`config.mk`:
```
export PLATFORM = sky130hd
export DESIGN_NAME = zbus_sink
export DESIGN_NICKNAME = d
export VERILOG_FILES = /design/src/rtl/zbus_sink.sv
export SDC_FILE = /design/constraint.sdc
export NUM_CORES = 1
export LEC_CHECK = 0
export CORE_MARGIN = 5
export CORE_UTILIZATION = 45
export CTS_CLUSTER_DIAMETER = 30
export DETAILED_ROUTE_END_ITERATION = 12
export GPL_ROUTABILITY_DRIVEN = 0
export PLACE_DENSITY_LB_ADDON = 0.25
export REMOVE_ABC_BUFFERS = 1
export SETUP_SLACK_MARGIN = 0.4
export SYNTH_ARGS = -nofsm -noshare
export SYNTH_HDL_FRONTEND = slang
export SYNTH_SLANG_ARGS = --single-unit
export TNS_END_PERCENT = 100
```
`constraint.sdc`:
```
create_clock -name z_clk -period 2.5 [get_ports z_clk]
set_clock_uncertainty 0.15 [all_clocks]
set_input_delay 0.5 -clock z_clk [delete_from_list [all_inputs] [get_ports z_clk]]
set_output_delay 0.5 -clock z_clk [all_outputs]
set_load 0.03 [all_outputs]
```
`src/rtl/zbus_sink.sv`:
```
// zbus_sink: consuming end of a zbus link with programmable backpressure and sequence checker
// Ports:
//   z_clk, z_rst        clock and synchronous active-high reset
//   z_vld, z_bus        upstream valid and payload
//   z_ack               registered acknowledge (never combinational on z_vld)
//   cfg_en, cfg_mode    enable and ack pattern (00 always, 01 LFSR, 10 duty, 11 stall)
//   cfg_on, cfg_off     duty-mode ack-high / ack-low cycles per period
//   clr                 synchronous clear of statistics and expected value
//   trn_cnt, err_cnt    accepted transfers (wrapping) and mismatches (saturating)
//   err, err_exp, err_got  sticky mismatch flag and first-mismatch capture
// Build option: define ZBUS_SINK_RESYNC_EN to re-lock the expected value to the
// incoming word after a mismatch.
module zbus_sink #(
    parameter int          BW   = 8,
    parameter int          CW   = 16,
    parameter logic [15:0] SEED = 16'hACE1
) (
    input  logic          z_clk,
    input  logic          z_rst,
    input  logic          z_vld,
    input  logic [BW-1:0] z_bus,
    output logic          z_ack,
    input  logic          cfg_en,
    input  logic [1:0]    cfg_mode,
    input  logic [7:0]    cfg_on,
    input  logic [7:0]    cfg_off,
    input  logic          clr,
    output logic [CW-1:0] trn_cnt,
    output logic [CW-1:0] err_cnt,
    output logic          err,
    output logic [BW-1:0] err_exp,
    output logic [BW-1:0] err_got
);
    typedef enum logic {ON, OFF} duty_t;

    // an all-zero seed would lock the LFSR up
    localparam logic [15:0] SEED_I = (SEED == 16'h0000) ? 16'h0001 : SEED;

    duty_t         st, st_nxt;
    logic [7:0]    cnt, cnt_nxt, on_lim;
    logic [8:0]    cnt_inc;
    logic [15:0]   lfsr, lfsr_nxt;
    logic          lfsr_run, duty_run, ack_nxt, trn, mis;
    logic [BW-1:0] exp_val, exp_nxt;

    always_comb begin
        lfsr_nxt = {1'b0, lfsr[15:1]} ^ (lfsr[0] ? 16'hB400 : 16'h0000);
        lfsr_run = cfg_en && cfg_mode == 2'b01;
        duty_run = cfg_en && cfg_mode == 2'b10;
        on_lim   = (cfg_on == 8'd0) ? 8'd1 : cfg_on;
        cnt_inc  = {1'b0, cnt} + 9'd1;
        st_nxt   = ON;
        cnt_nxt  = 8'd0;
        if (duty_run) begin
            // >= rather than == so a limit lowered mid-phase cannot strand the counter
            if (st == ON) begin
                st_nxt  = (cnt_inc >= {1'b0, on_lim}) ? ((cfg_off == 8'd0) ? ON : OFF) : ON;
                cnt_nxt = (cnt_inc >= {1'b0, on_lim}) ? 8'd0 : cnt_inc[7:0];
            end else begin
                st_nxt  = (cnt_inc >= {1'b0, cfg_off}) ? ON : OFF;
                cnt_nxt = (cnt_inc >= {1'b0, cfg_off}) ? 8'd0 : cnt_inc[7:0];
            end
        end
        ack_nxt = !cfg_en              ? 1'b0 :
                  cfg_mode == 2'b00    ? 1'b1 :
                  cfg_mode == 2'b01    ? lfsr_nxt[0] :
                  cfg_mode == 2'b10    ? (st == ON) : 1'b0;
    end

    always_comb begin
        trn = z_vld & z_ack;
        mis = z_bus != exp_val;
`ifdef ZBUS_SINK_RESYNC_EN
        exp_nxt = mis ? z_bus + BW'(1) : exp_val + BW'(1);
`else
        exp_nxt = exp_val + BW'(1);
`endif
    end

    always_ff @(posedge z_clk) begin
        if (z_rst) begin
            st  <= ON;
            cnt <= 8'd0;
        end else begin
            st  <= st_nxt;
            cnt <= cnt_nxt;
        end
    end

    always_ff @(posedge z_clk) begin
        if (z_rst) begin
            z_ack   <= 1'b0;
            lfsr    <= SEED_I;
            exp_val <= '0;
            trn_cnt <= '0;
            err_cnt <= '0;
            err     <= 1'b0;
            err_exp <= '0;
            err_got <= '0;
        end else begin
            z_ack <= ack_nxt;
            if (lfsr_run)
                lfsr <= lfsr_nxt;
            if (clr) begin
                exp_val <= '0;
                trn_cnt <= '0;
                err_cnt <= '0;
                err     <= 1'b0;
                err_exp <= '0;
                err_got <= '0;
            end else if (trn) begin
                trn_cnt <= trn_cnt + CW'(1);
                exp_val <= exp_nxt;
                if (mis) begin
                    err_cnt <= (&err_cnt) ? err_cnt : err_cnt + CW'(1);
                    err     <= 1'b1;
                    if (!err) begin
                        err_exp <= exp_val;
                        err_got <= z_bus;
                    end
                end
            end
        end
    end
endmodule

```
==> results.sh <==
export IMPL_status="completed"
export IMPL_place_area_um2=5110
export IMPL_cp_start_kind="register"
export IMPL_slew_viol_final=0
export IMPL_die_area_um2=11000
export IMPL_finalCritPeriodShare=0.982
export IMPL_avgRoutedWirePerCell_um=13.9
export IMPL_dpl_hpwl_mm=7.00
export IMPL_via_per_inst=5.23
export IMPL_multi_input_area_um2=2380
export IMPL_grt_max_degree=35
export IMPL_drc_errors=0
export IMPL_fin_ws_ns=0.0438
export IMPL_slowest_delay_ns=0.36
export IMPL_ff_latch_area_um2=1670
export IMPL_r2r_start="cnt[0]"
export IMPL_worstSetupStartpoint="cnt[0]"
export IMPL_hold_viol=0
export IMPL_drv_cap=0
export IMPL_crit_slowest_cell="dfxtp_2"
export IMPL_io_buffers=80
export IMPL_ys_seq_area_frac=0.408
export IMPL_crit_type="register to register"
export IMPL_powerDensity_nw_per_um2=449
export IMPL_antenna_cells=0
export IMPL_pre_cts_ws_ns=-0.206
export IMPL_path_clk_slew_ns=0.08
export IMPL_rr_worst_depth=10
export IMPL_synth_flop_cell="dfxtp_1"
export IMPL_dr_pass1_iters=4
export IMPL_syn_area_um2=4070
export IMPL_cp_max_fo=8
export IMPL_power_leakage_nw=2.42
export IMPL_end_kind="register"
export IMPL_cts_root_buffer="clkbuf_8"
export IMPL_drive_gt1_frac=0.146
export IMPL_final_nets=622
export IMPL_cts_hold_fix_buffers=0
export IMPL_grt_pass1_vias=3456
export IMPL_area_growth_pct=35.6
export IMPL_ys_seq_elements=83
export IMPL_core_um2=8760
export IMPL_drt_iter0_drc=150
export IMPL_wl_mm=9.51
export IMPL_synth_async_reset_ratio=0
export IMPL_hold_path_startpoint="lfsr[4]"
export IMPL_final_cell_mix="77 x dfxtp_1, 52 x nor2_1, 52 x nand2_1"
export IMPL_crit_chain="buf_6 > nand4_1 > nor2_1 > xor2_1 > ha_1 > and3_4 > a221o_1 > nor2_2 > nand3_4 > a21oi_1"
export IMPL_max_slew_margin=0.522
export IMPL_start_util=0.464
export IMPL_ios=81
export IMPL_final_common_cell="dfxtp_1"
export IMPL_finalSetupViolations=0
export IMPL_fin_hold_ws_ns=0.298
export IMPL_min_period_ns=2.46
export IMPL_cts_path_max_buffers=2
export IMPL_yosysUniqueCellTypes=46
export IMPL_die_height_um=105
export IMPL_grt_antenna_before_repair=0
export IMPL_final_util=0.629
export IMPL_rsz0062_at_grt="true"
export IMPL_via_count=3573
export IMPL_grt_overflow=0
export IMPL_cts_buffers=9
export IMPL_design_area_um2=5520
export IMPL_worst_pin_slew_ns=0.710
export IMPL_vdd_drop_max_mv=0.476
export IMPL_endpoint="cnt[0]"
export IMPL_rows=34
export IMPL_syn_instance_count=471
export IMPL_clock_latency_ns=0.34
export IMPL_cts_sinks=83
export IMPL_rr_endpoint="cnt[0]"
export IMPL_antenna_left=0
export IMPL_crit_required_ns=2.61
export IMPL_dieWidth_um=105
export IMPL_ff2ff_setup_slack_ns=0.04
export IMPL_nFillCells=743
export IMPL_htreeDepth=3
export IMPL_cts_tree="yes"
export IMPL_grtUsageTotal=0.171
export IMPL_synth_edff_count=0
export IMPL_grt_pass1_wl_mm=16.0
export IMPL_hp_class="register to register"
export IMPL_syn_area_per_cell_um2=8.64
export IMPL_fmax_mhz=407
export IMPL_arrival_ns=2.57
export IMPL_ys_warnings_count=0
per-stage QoR:
stage	TNS, ns	std cells	power [mW]
final	0	683	2.48
after global routing	-0.828	683	2.59
after CTS	0	683	2.51
after detailed placement	-2.00	665	1.56
after global placement	-0.850	665	1.56
after floorplan	0	448	1.46
synthesized netlist by cell type (all sizes together), types with 10 or more instances:
cell     n  area [µm²]
xnor2   17         149
nor4    10        83.8
or3     12        75.1
nand4   13        81.3
ha      20         250
nor2    54         203
xor2    18         158
dfxtp   83        1660
clkbuf  17        65.1
mux2i   18         180
nand2   52         195
nand3   16        80.1
o21ai   11        55.1
inv     24        90.1
a21oi   27         135
area by class of cell:
| cell class | instances | share of cell area |
|---|---|---|
| Clock inverter | 5 | 0.00975 |
| Timing Repair Buffer | 111 | 0.191 |
| Multi-Input combinational cell | 342 | 0.431 |
| Tap cell | 108 | 0.0245 |
| Clock buffer | 10 | 0.0249 |
| Sequential cell | 83 | 0.303 |
| Inverter | 24 | 0.0163 |
critical path: cells and delay by family (launching register included):
family | cells | cell delay (ns)
adders and majority gates | 1 | 0.28
AOI/OAI and AO/OA | 2 | 0.52
xor gates and xnor gates | 1 | 0.26
DFF | 1 | 0.36
buffers and inverters | 1 | 0.10
and+or+nand+nor | 5 | 0.70
how the worst min path moves through the flow:
| stage | to | slack (ns) | cells after the start |
|---|---|---|---|
| global placement | lfsr[3] | 0.29 | 2 |
| global route | lfsr[1] | 0.33 | 2 |
| detailed placement | lfsr[3] | 0.30 | 2 |
| CTS | lfsr[3] | 0.30 | 2 |
| finish | lfsr[3] | 0.30 | 2 |
| floorplan | lfsr[14] | 0.28 | 2 |
metal layers:
| metal | share of wire | track usage | vias to the layer above | routed length [µm] |
|---|---|---|---|---|
| met1 | 0.46 | 0.213 | 1629 | 4340 |
| li1 | - | - | 1847 | - |
| met3 | 0.050 | 0.0462 | 10 | 476 |
| met5 | 0 | 0 | - | 0 |
| met2 | 0.48 | 0.291 | 87 | 4580 |
| met4 | 0.010 | 0.0484 | 0 | 99 |
flip-flops by register name (all words and copies together) (netlist names):
signal / cells
cnt: 8
err: 1
err_cnt: 16
err_exp: 8
err_got: 8
exp_val: 8
lfsr: 16
st: 1
trn_cnt: 16
z_ack: 1
repair_timing:
action / 4_1_cts / 5_1_grt
setup endpoints to repair: 54 / 52
buffers inserted: 2 / 0
pin swaps: 17 / 1
gates resized for setup: 68 / 20
cloned: 1 / 0
power breakdown:
part / internal (mW) / leakage (nW) / switching [mW]
registers: 1.33 / 0.674 / 0.00978
clock network: 0.480 / 0.102 / 0.460
logic: 0.0969 / 1.64 / 0.0983
logic make-up (layout without fill, tap and decap cells):
| group | count (synthesis) | count (layout) | share of synthesized area |
|---|---|---|---|
| compound gates | 74 | 75 | 0.122 |
| fa+ha+maj | 20 | 20 | 0.0615 |
| xor+xnor | 35 | 35 | 0.0753 |
| buf+inv | 47 | 150 | 0.0501 |
| mux | 18 | 18 | 0.0443 |
| flops | 83 | 83 | 0.408 |
| simple gates | 194 | 194 | 0.238 |
Power figures use the tool's default switching activity.
